===== config.mk =====
export PLATFORM = sky130hd
export DESIGN_NAME = encoder_pulse_gen
export DESIGN_NICKNAME = d
export VERILOG_FILES = /design/src/rtl/motor_pkg.sv /design/src/rtl/enc_cfg_slot.sv /design/src/rtl/encoder_pulse_gen.sv
export SDC_FILE = /design/constraint.sdc
export NUM_CORES = 1
export LEC_CHECK = 0
export ABC_AREA = 1
export BUFFER_PORTS_ARGS = -buffer_cell sky130_fd_sc_hd__clkbuf_2
export CORE_MARGIN = 3
export CORE_UTILIZATION = 45
export CTS_BUF_LIST = sky130_fd_sc_hd__clkbuf_16
export CTS_CLUSTER_DIAMETER = 50
export DETAILED_ROUTE_END_ITERATION = 7
export PLACE_DENSITY_LB_ADDON = 0.08
export SLEW_MARGIN = 20
export SYNTH_ARGS = -nofsm -noshare
export SYNTH_HDL_FRONTEND = slang
export SYNTH_SLANG_ARGS = --single-unit

===== constraint.sdc =====
create_clock -name clk -period 2.4 [get_ports clk]
set_input_delay 0.24 -clock clk [delete_from_list [all_inputs] [get_ports clk]]
set_output_delay 0.24 -clock clk [all_outputs]
set_load 0.01 [all_outputs]

===== src/rtl/motor_pkg.sv =====
// Shared motor_driver definitions: pulse-generator state encoding, clock/PWM
// defaults and the longest low phase the encoder receiver still reads as moving.
package motor_pkg;

  typedef enum logic [1:0] {
    ST_IDLE = 2'd0,
    ST_HIGH = 2'd1,
    ST_LOW  = 2'd2
  } pg_state_t;

  localparam int unsigned DEF_CLOCK_FREQ_HZ      = 100_000_000;
  localparam int unsigned DEF_PWM_PERIOD_FREQ_HZ = 2_000;

  // A low phase longer than one slowest-PWM period reads as "motor stopped".
  function automatic int unsigned calc_max_low(input int unsigned clk_hz,
                                               input int unsigned pwm_hz);
    return clk_hz / pwm_hz;
  endfunction

endpackage


===== src/rtl/enc_cfg_slot.sv =====
// Pending configuration slot: clamps and holds one high/low setting until the
// pulse generator pulls it into its active registers.
module enc_cfg_slot
  import motor_pkg::*;
#(
  parameter int unsigned CNT_WIDTH = 32,
  parameter int unsigned MAX_LOW   = 50_000
) (
  input  logic                 clk,
  input  logic                 reset,
  input  logic [CNT_WIDTH-1:0] i_cfg_high,
  input  logic [CNT_WIDTH-1:0] i_cfg_low,
  input  logic                 i_cfg_valid,
  output logic                 o_cfg_ready,
  input  logic                 i_load,
  output logic [CNT_WIDTH-1:0] o_pend_high,
  output logic [CNT_WIDTH-1:0] o_pend_low,
  output logic                 o_pend_v,
  output logic                 o_cfg_clamped
);

  localparam logic [CNT_WIDTH-1:0] ONE       = CNT_WIDTH'(1);
  localparam logic [CNT_WIDTH-1:0] MAX_LOW_W = CNT_WIDTH'(MAX_LOW);

  logic [CNT_WIDTH-1:0] r_pend_high;
  logic [CNT_WIDTH-1:0] r_pend_low;
  logic                 r_pend_v;
  logic                 r_cfg_clamped;
  logic                 w_accept;
  logic                 w_clamp_hit;

  function automatic logic [CNT_WIDTH-1:0] clamp_high(input logic [CNT_WIDTH-1:0] v);
    return (v == '0) ? ONE : v;
  endfunction

  function automatic logic [CNT_WIDTH-1:0] clamp_low(input logic [CNT_WIDTH-1:0] v);
    if (v == '0)           return ONE;
    else if (v > MAX_LOW_W) return MAX_LOW_W;
    else                   return v;
  endfunction

  assign w_accept    = i_cfg_valid && !r_pend_v;
  assign w_clamp_hit = (i_cfg_high == '0) || (i_cfg_low == '0) || (i_cfg_low > MAX_LOW_W);

  // Accept and load are mutually exclusive: accept needs an empty slot, load a full one.
  always_ff @(posedge clk) begin
    if (reset) begin
      r_pend_high   <= '0;
      r_pend_low    <= '0;
      r_pend_v      <= 1'b0;
      r_cfg_clamped <= 1'b0;
    end else begin
      r_cfg_clamped <= w_accept && w_clamp_hit;
      if (w_accept) begin
        r_pend_high <= clamp_high(i_cfg_high);
        r_pend_low  <= clamp_low(i_cfg_low);
        r_pend_v    <= 1'b1;
      end else if (i_load) begin
        r_pend_v    <= 1'b0;
      end
    end
  end

  assign o_cfg_ready   = !r_pend_v;
  assign o_pend_high   = r_pend_high;
  assign o_pend_low    = r_pend_low;
  assign o_pend_v      = r_pend_v;
  assign o_cfg_clamped = r_cfg_clamped;

endmodule


===== src/rtl/encoder_pulse_gen.sv =====
// Programmable square-wave source (PWM / Hall-encoder emulator) whose high and
// low lengths in clock cycles change only on a period boundary.
module encoder_pulse_gen
  import motor_pkg::*;
#(
  parameter int unsigned CLOCK_FREQ_HZ      = DEF_CLOCK_FREQ_HZ,
  parameter int unsigned PWM_PERIOD_FREQ_HZ = DEF_PWM_PERIOD_FREQ_HZ,
  parameter int unsigned CNT_WIDTH          = 32
) (
  input  logic                 clk,
  input  logic                 reset,
  input  logic                 enable,
  input  logic [CNT_WIDTH-1:0] cfg_high,
  input  logic [CNT_WIDTH-1:0] cfg_low,
  input  logic                 cfg_valid,
  output logic                 cfg_ready,
  output logic                 pulse_out,
  output logic                 running,
  output logic                 period_done,
  output logic                 cfg_clamped
);

  localparam int unsigned          MAX_LOW = calc_max_low(CLOCK_FREQ_HZ, PWM_PERIOD_FREQ_HZ);
  localparam logic [CNT_WIDTH-1:0] ONE     = CNT_WIDTH'(1);

  pg_state_t            r_state;
  pg_state_t            w_state_nxt;
  logic [CNT_WIDTH-1:0] r_cnt;
  logic [CNT_WIDTH-1:0] w_cnt_nxt;
  logic [CNT_WIDTH-1:0] r_act_high;
  logic [CNT_WIDTH-1:0] r_act_low;
  logic                 r_act_v;
  logic                 r_pulse;
  logic                 w_load;
  logic                 w_period_done;
  logic [CNT_WIDTH-1:0] w_pend_high;
  logic [CNT_WIDTH-1:0] w_pend_low;
  logic                 w_pend_v;

  enc_cfg_slot #(
    .CNT_WIDTH (CNT_WIDTH),
    .MAX_LOW   (MAX_LOW)
  ) u_cfg_slot (
    .clk           (clk),
    .reset         (reset),
    .i_cfg_high    (cfg_high),
    .i_cfg_low     (cfg_low),
    .i_cfg_valid   (cfg_valid),
    .o_cfg_ready   (cfg_ready),
    .i_load        (w_load),
    .o_pend_high   (w_pend_high),
    .o_pend_low    (w_pend_low),
    .o_pend_v      (w_pend_v),
    .o_cfg_clamped (cfg_clamped)
  );

  always_comb begin
    w_state_nxt   = r_state;
    w_cnt_nxt     = r_cnt;
    w_load        = 1'b0;
    w_period_done = 1'b0;
    case (r_state)
      ST_IDLE: begin
        w_load = w_pend_v;
        if (enable && r_act_v) begin
          w_state_nxt = ST_HIGH;
          w_cnt_nxt   = ONE;
        end
      end
      ST_HIGH: begin
        if (r_cnt == r_act_high) begin
          w_state_nxt = ST_LOW;
          w_cnt_nxt   = ONE;
        end else begin
          w_cnt_nxt   = r_cnt + ONE;
        end
      end
      ST_LOW: begin
        if (r_cnt == r_act_low) begin
          w_period_done = 1'b1;
          w_load        = w_pend_v;
          if (enable) begin
            w_state_nxt = ST_HIGH;
            w_cnt_nxt   = ONE;
          end else begin
            w_state_nxt = ST_IDLE;
            w_cnt_nxt   = '0;
          end
        end else begin
          w_cnt_nxt = r_cnt + ONE;
        end
      end
      default: begin
        w_state_nxt = ST_IDLE;
        w_cnt_nxt   = '0;
      end
    endcase
  end

  // A phase that starts on a boundary uses the values loaded on that same edge.
  always_ff @(posedge clk) begin
    if (reset) begin
      r_state    <= ST_IDLE;
      r_cnt      <= '0;
      r_act_high <= '0;
      r_act_low  <= '0;
      r_act_v    <= 1'b0;
      r_pulse    <= 1'b0;
    end else begin
      r_state <= w_state_nxt;
      r_cnt   <= w_cnt_nxt;
      r_pulse <= (w_state_nxt == ST_HIGH);
      if (w_load) begin
        r_act_high <= w_pend_high;
        r_act_low  <= w_pend_low;
        r_act_v    <= 1'b1;
      end
    end
  end

  assign pulse_out   = r_pulse;
  assign running     = (r_state == ST_HIGH) || (r_state == ST_LOW);
  assign period_done = w_period_done;

endmodule


Word level (Yosys, flattened, before mapping)
Index checks and enable logic that the tools add are counted.
{"block": "totals", "register_bits": 166, "output_inout_bits": 5, "elab_cells": 48}
{"block": "op_classes", "n_addsub": 1, "order_cmp": 1, "n_eq_ne": 6, "muxes": 19, "reduce_logical": 11}
{"op": "$mux W32", "count": 6}
{"op": "$pmux W32 S3", "count": 1}
{"op": "$eq A32 B32 Y1", "count": 2}
{"op": "$logic_not A32 Y1", "count": 2}
{"op": "$add A32 B1 Y32 const B", "count": 1}
{"op": "$gt A32 B16 Y1 const B", "count": 1}
{"op": "$mux W1", "count": 7}
{"op": "$mux W2", "count": 3}
{"op": "$pmux W2 S3", "count": 1}
{"op": "$eq A2 B1 Y1 const B", "count": 2}
{"op": "$logic_and A1 B1 Y1", "count": 3}
{"op": "$logic_or A1 B1 Y1", "count": 3}
{"op": "$eq A2 B2 Y1 const B", "count": 1}
{"op": "$logic_not A2 Y1", "count": 1}
{"op": "$ne A2 B2 Y1 const B", "count": 1}
{"op": "$pmux W1 S2", "count": 1}
{"op": "$reduce_bool A2 Y1", "count": 1}
{"op": "$logic_not A1 Y1", "count": 1}

Depth between registers and ports, before layout
{"block": "logic_depth", "depth_word": 5, "ltp_mapped": 14, "depth_no_buf": 13}

Modules after synthesis
Synthesis repeated with hierarchy kept, for this count alone.
{"block": "unflattened", "cells_unflattened": 1198, "area_unflattened_um2": 8294.2}
{"mod": "encoder_pulse_gen", "n_inst": 1, "cells_per_inst": 857, "area_each_um2": 5719.2}
{"mod": "enc_cfg_slot", "n_inst": 1, "cells_per_inst": 341, "area_each_um2": 2575.0}

Worst setup path after synthesis
Ideal clock, no wire load.
{"block": "synth_timing", "kind": "register to register", "start": "reg r_cnt[1]", "end": "reg r_cnt[30]", "arrival_ns": 1.659, "path_slack_ns": 0.621, "stages_incl_launch_ff": 13, "n_path_buf": 0, "path_cell_list": "dfxtp_1 > ha_1 > nand2_1 > nor2_1 > nand2_1 > nor2_1 > nand3_1 > nor2_1 > nand2_1 > nor2_1 > nand3_1 > nand3_1 > a21oi_1"}
{"block": "synth_between", "elab_chain_len": 3, "elab_cells_between_ends": 6, "classes_between": "add/sub: 1; eq/ne: 2; mux: 3"}
{"element": "from (decl)", "line": "encoder_pulse_gen.sv:28", "text": "logic [CNT_WIDTH-1:0] r_cnt;"}
{"element": "from (signal assigned)", "line": "encoder_pulse_gen.sv:111", "text": "r_cnt <= w_cnt_nxt;"}
{"element": "$add A32 B1 Y32 (tied with other cells)", "line": "encoder_pulse_gen.sv:75, encoder_pulse_gen.sv:90"}
{"element": "$mux W32 (on tied branches)", "line": "encoder_pulse_gen.sv:79, encoder_pulse_gen.sv:71"}
{"element": "$pmux W32 S3 *", "line": "encoder_pulse_gen.sv:62", "text": "case (r_state)"}
Mark *: on every way between the ends. The rest lies on a longest branch, timed or not.
A chain may end at the register's enable or synchronous reset.

Worst setup path in the final report
{"block": "layout_timing", "start": "reg r_cnt[19]", "end": "reg r_act_low[5]"}
{"block": "layout_between", "elab_chain_len": 3}
{"element": "$eq A32 B32 Y1", "line": "encoder_pulse_gen.sv:79", "text": "if (r_cnt == r_act_low) begin"}
{"element": "$mux W1", "line": "encoder_pulse_gen.sv:79"}
{"element": "$pmux W1 S2", "line": "encoder_pulse_gen.sv:62"}
{"element": "to (signal assigned)", "line": "encoder_pulse_gen.sv:115", "text": "r_act_low <= w_pend_low;"}
{"element": "to (decl)", "line": "encoder_pulse_gen.sv:31", "text": "logic [CNT_WIDTH-1:0] r_act_low;"}
No other way between the ends.

==> metrics.md <==
| Metric | Value |
|---|---|
| Vias | `7490` |
| Pre-antenna DRT Iters | `6` |
| Worst vdd ir | `0.483 mV` |
| Final setup vio count | `0` |
| Reg2reg path depth | `10` |
| Max-cap violations | `0` |
| Post-layout net count | `1304` |
| GR peak layer | `met1` |
| Unrepaired setup endpoints after global routing | `false` |
| Worst reg2reg path startpoint | `r_cnt[19]` |
| H-tree levels | `4` |
| CTS Buffer Depth | `2` |
| Wirelength per Cell | `15.7 µm` |
| IO buf count | `72` |
| Yosys reg bits | `between 150 and 200` |
| Fin util | `a little over half` |
| Share of layout cells above drive strength 1 | `12.4%` |
| Die width | `approximately 140 µm` |
| Setup TNS | `0 ns` |
| Die ar. | `19600 µm²` |
| Clk sink count | `about 170` |
| Slew @ Worst Pin | `approximately 0.47 ns` |
| Post-DP HPWL | `approximately 16 mm` |
| Power Density | `slightly above 700 nW/µm²` |
| Fillers | `1825` |
| DRT Wirelength | `23.0 mm` |
| Final Critical Period | `around 2.3 ns` |
| CTS hold repair buffers | `0` |
| Crit Path Max Fanout | `23` |
| Most common library cell in the layout ignoring fill and taps | `nand2_1` |
| Initial antenna violation count | `0` |
| FF/Latch Area | `3320 µm²` |
| Starting density of the core | `about 46%` |
| Critical path arrival | `2.59 ns` |
| Remaining Overflow, GRT | `0` |
| Area taken by multi-input logic gates | `4020 µm²` |
| Met2 Usage GRT | `a little over a third` |
| Hold path startpoint | `cfg_high[10]` |
| Largest net degree at the start of global routing | `82` |
| Cells after Synth | `roughly 1200` |
| CTS tree | `built` |
| Final Cycle Share | `between 90% and 100%` |
| Max Slew Vio Count | `0` |
| Synth Warn # | `0` |
| Netlist Area Pre-Place | `8080 µm²` |
| Setup Skew | `about 0.013 ns` |
| DR iter-0 viols | `598` |
| Synth Area per Inst | `6.83 µm²` |
| GR Util met1 | `36.2%` |
| Die height | `140 µm` |
| Setup Fix Bufs, Post-CTS | `0` |
| Routed vias/inst | `5.10` |
| Max-slew headroom | `between 60% and 70%` |
| Status | `completed` |
| N_diodes | `0` |
| Nature of the critical path startpoint | `flip-flop` |
| Fmax | `438 MHz` |
| DRC | `0` |
| First-pass GRT wire length | `between 30 and 40 mm` |
| Placer congestion estimate | `0.907` |
| R2R Setup Slk | `roughly 0.12 ns` |
| Total Routing Usage GR | `a little under a quarter` |
| CORE AREA | `around 17000 µm²` |
| CP Data Required Time | `around 2.7 ns` |
| Worst hold stages | `3` |
| Distinct cell type count of the synthesized netlist | `33` |
| Overall Power | `between 6 and 7 mW` |
| Leak Pwr | `between 4 and 5 nW` |
| Vias in the first global route | `between 7000 and 8000` |
| CP Capture Type | `flip-flop` |
| Syn nets | `approximately 1300` |
| CTS buffer count | `17` |
| Met3 Use GR | `between 3 and 4%` |
| DRT antenna net count | `0` |
| Post_cts resized | `0` |
| Hold-critical path endpoint | `u_cfg_slot.o_pend_high[10]` |
| Final hold viol count | `0` |
| Clock Pin Slew Worst Setup and Hold Paths | `0.07 ns` |
| HP Class | `input port to flip-flop` |
| WS Path Type | `flip-flop to flip-flop` |
| Clock Latency Late Sink | `roughly 0.43 ns` |
| CTS root buffer | `clkbuf_16` |
| Commonest non-fill, non-tap cells in the layout | `244 x nand2_1, 223 x nor2_1, 166 x dfxtp_1, 91 x inv_1, 81 x a21oi_1` |
| FP Rows | `48` |
| Sequential area share after synthesis | `41.1%` |
| Area Overhead vs Synth | `14.6%` |
| Worst R2R End | `r_act_low[5]` |
| # IOs | `between 70 and 80` |
[routing by layer]
metal	vias to the layer above	wire length (µm)
met5	-	0
met4	0	220
met2	202	9970
met3	24	1180
li1	3875	-
met1	3389	11600
[power by group]
part	switching [mW]	internal (mW)	total, mW
clock network	1.19	1.54	2.73
logic	0.561	0.325	0.885
registers	0.137	2.92	3.06
total	1.88	4.79	6.67
[registers in the layout, indices dropped and copies added (netlist names)]
signal and flops:
r_act_high 32, r_act_low 32, r_cnt 32, u_cfg_slot.o_pend_high 32
u_cfg_slot.o_pend_low 32, r_state 2, pulse_out 1, r_act_v 1
u_cfg_slot.o_cfg_clamped 1, u_cfg_slot.o_pend_v 1
[how the worst max path moves through the flow]
stage,from,endpoint,slack (ns)
2_1_floorplan,r_cnt[1],r_cnt[30],0.62
3_3_place_gp,r_cnt[19],r_act_high[9],0.22
3_5_place_dp,r_cnt[19],r_act_high[25],0.22
4_1_cts,r_cnt[19],period_done,0.19
5_1_grt,r_cnt[19],r_act_high[8],0.02
6_report,r_cnt[19],r_act_low[5],0.12
[area by class of cell]
class | instances | area share, %
multi-input combinational | 840 | 43.3
sequential | 166 | 35.9
tap | 225 | 3.04
timing repair buffer | 106 | 7.45
clock buffer | 17 | 4.59
clock inverter | 15 | 1.67
inverter | 100 | 4.05
[worst max-delay path, cell delays in order, from the launching register on]
cell and delay, ns:
dfxtp_1 0.53, xnor2_1 0.24, nand2_1 0.10, nor2_1 0.13, nand2_1 0.09, nor2_2 0.12
nand3_2 0.12, a21oi_4 0.19, inv_2 0.22, nor2_1 0.33, nor2_1 0.09
[synthesized netlist by cell type]
cell      number  share of area [%]
nand3b_1       8               0.74
or2_2          2               0.15
o22ai_1        1              0.077
nand4_1       40                3.1
o211ai_1       1              0.093
ha_1           5               0.77
buf_4          1              0.093
o21ai_0       73                4.5
xnor2_1       51                5.5
nor2_2         2               0.15
inv_2         11               0.51
buf_6          5               0.70
buf_1          5               0.23
nand2_1      244                 11
nor2_1       224                 10
a21oi_4        1               0.20
nand3_2        1               0.12
dfxtp_1      166                 41
nand3_1       38                2.4
nor3b_1        2               0.19
nor3_1        13               0.80
nor2b_1        1              0.077
a21oi_1       81                5.0
inv_1         89                4.1
clkbuf_2       1              0.062
a41oi_1        1               0.11
a31oi_1        2               0.15
a211oi_1       1              0.093
o21ai_1       30                1.9
xor2_1        13                1.4
clkbuf_1      33                1.5
nor4_1         5               0.39
buf_2         32                2.0
[through the flow]
step	std cells	cell area [µm²]	hold WS [ns]	setup slack, ns
after global placement	1437	8690	0.427	0.217
after global routing	1469	9270	0.0334	0.0225
final	1469	9270	0.0394	0.119
after detailed placement	1437	8690	0.429	0.217
after floorplan	1183	8080	0.368	0.621
after CTS	1469	9270	0.0285	0.194
[cell families after synthesis]
logic type / synth area share (%)
AO/OA/AOI/OAI: 12.1
XOR/XNOR: 6.94
adder cells (fa/ha/maj): 0.774
buffers and inverters: 9.24
flip-flops: 41.1
AND/OR/NAND/NOR: 29.8
Power figures use the tool's default switching activity.
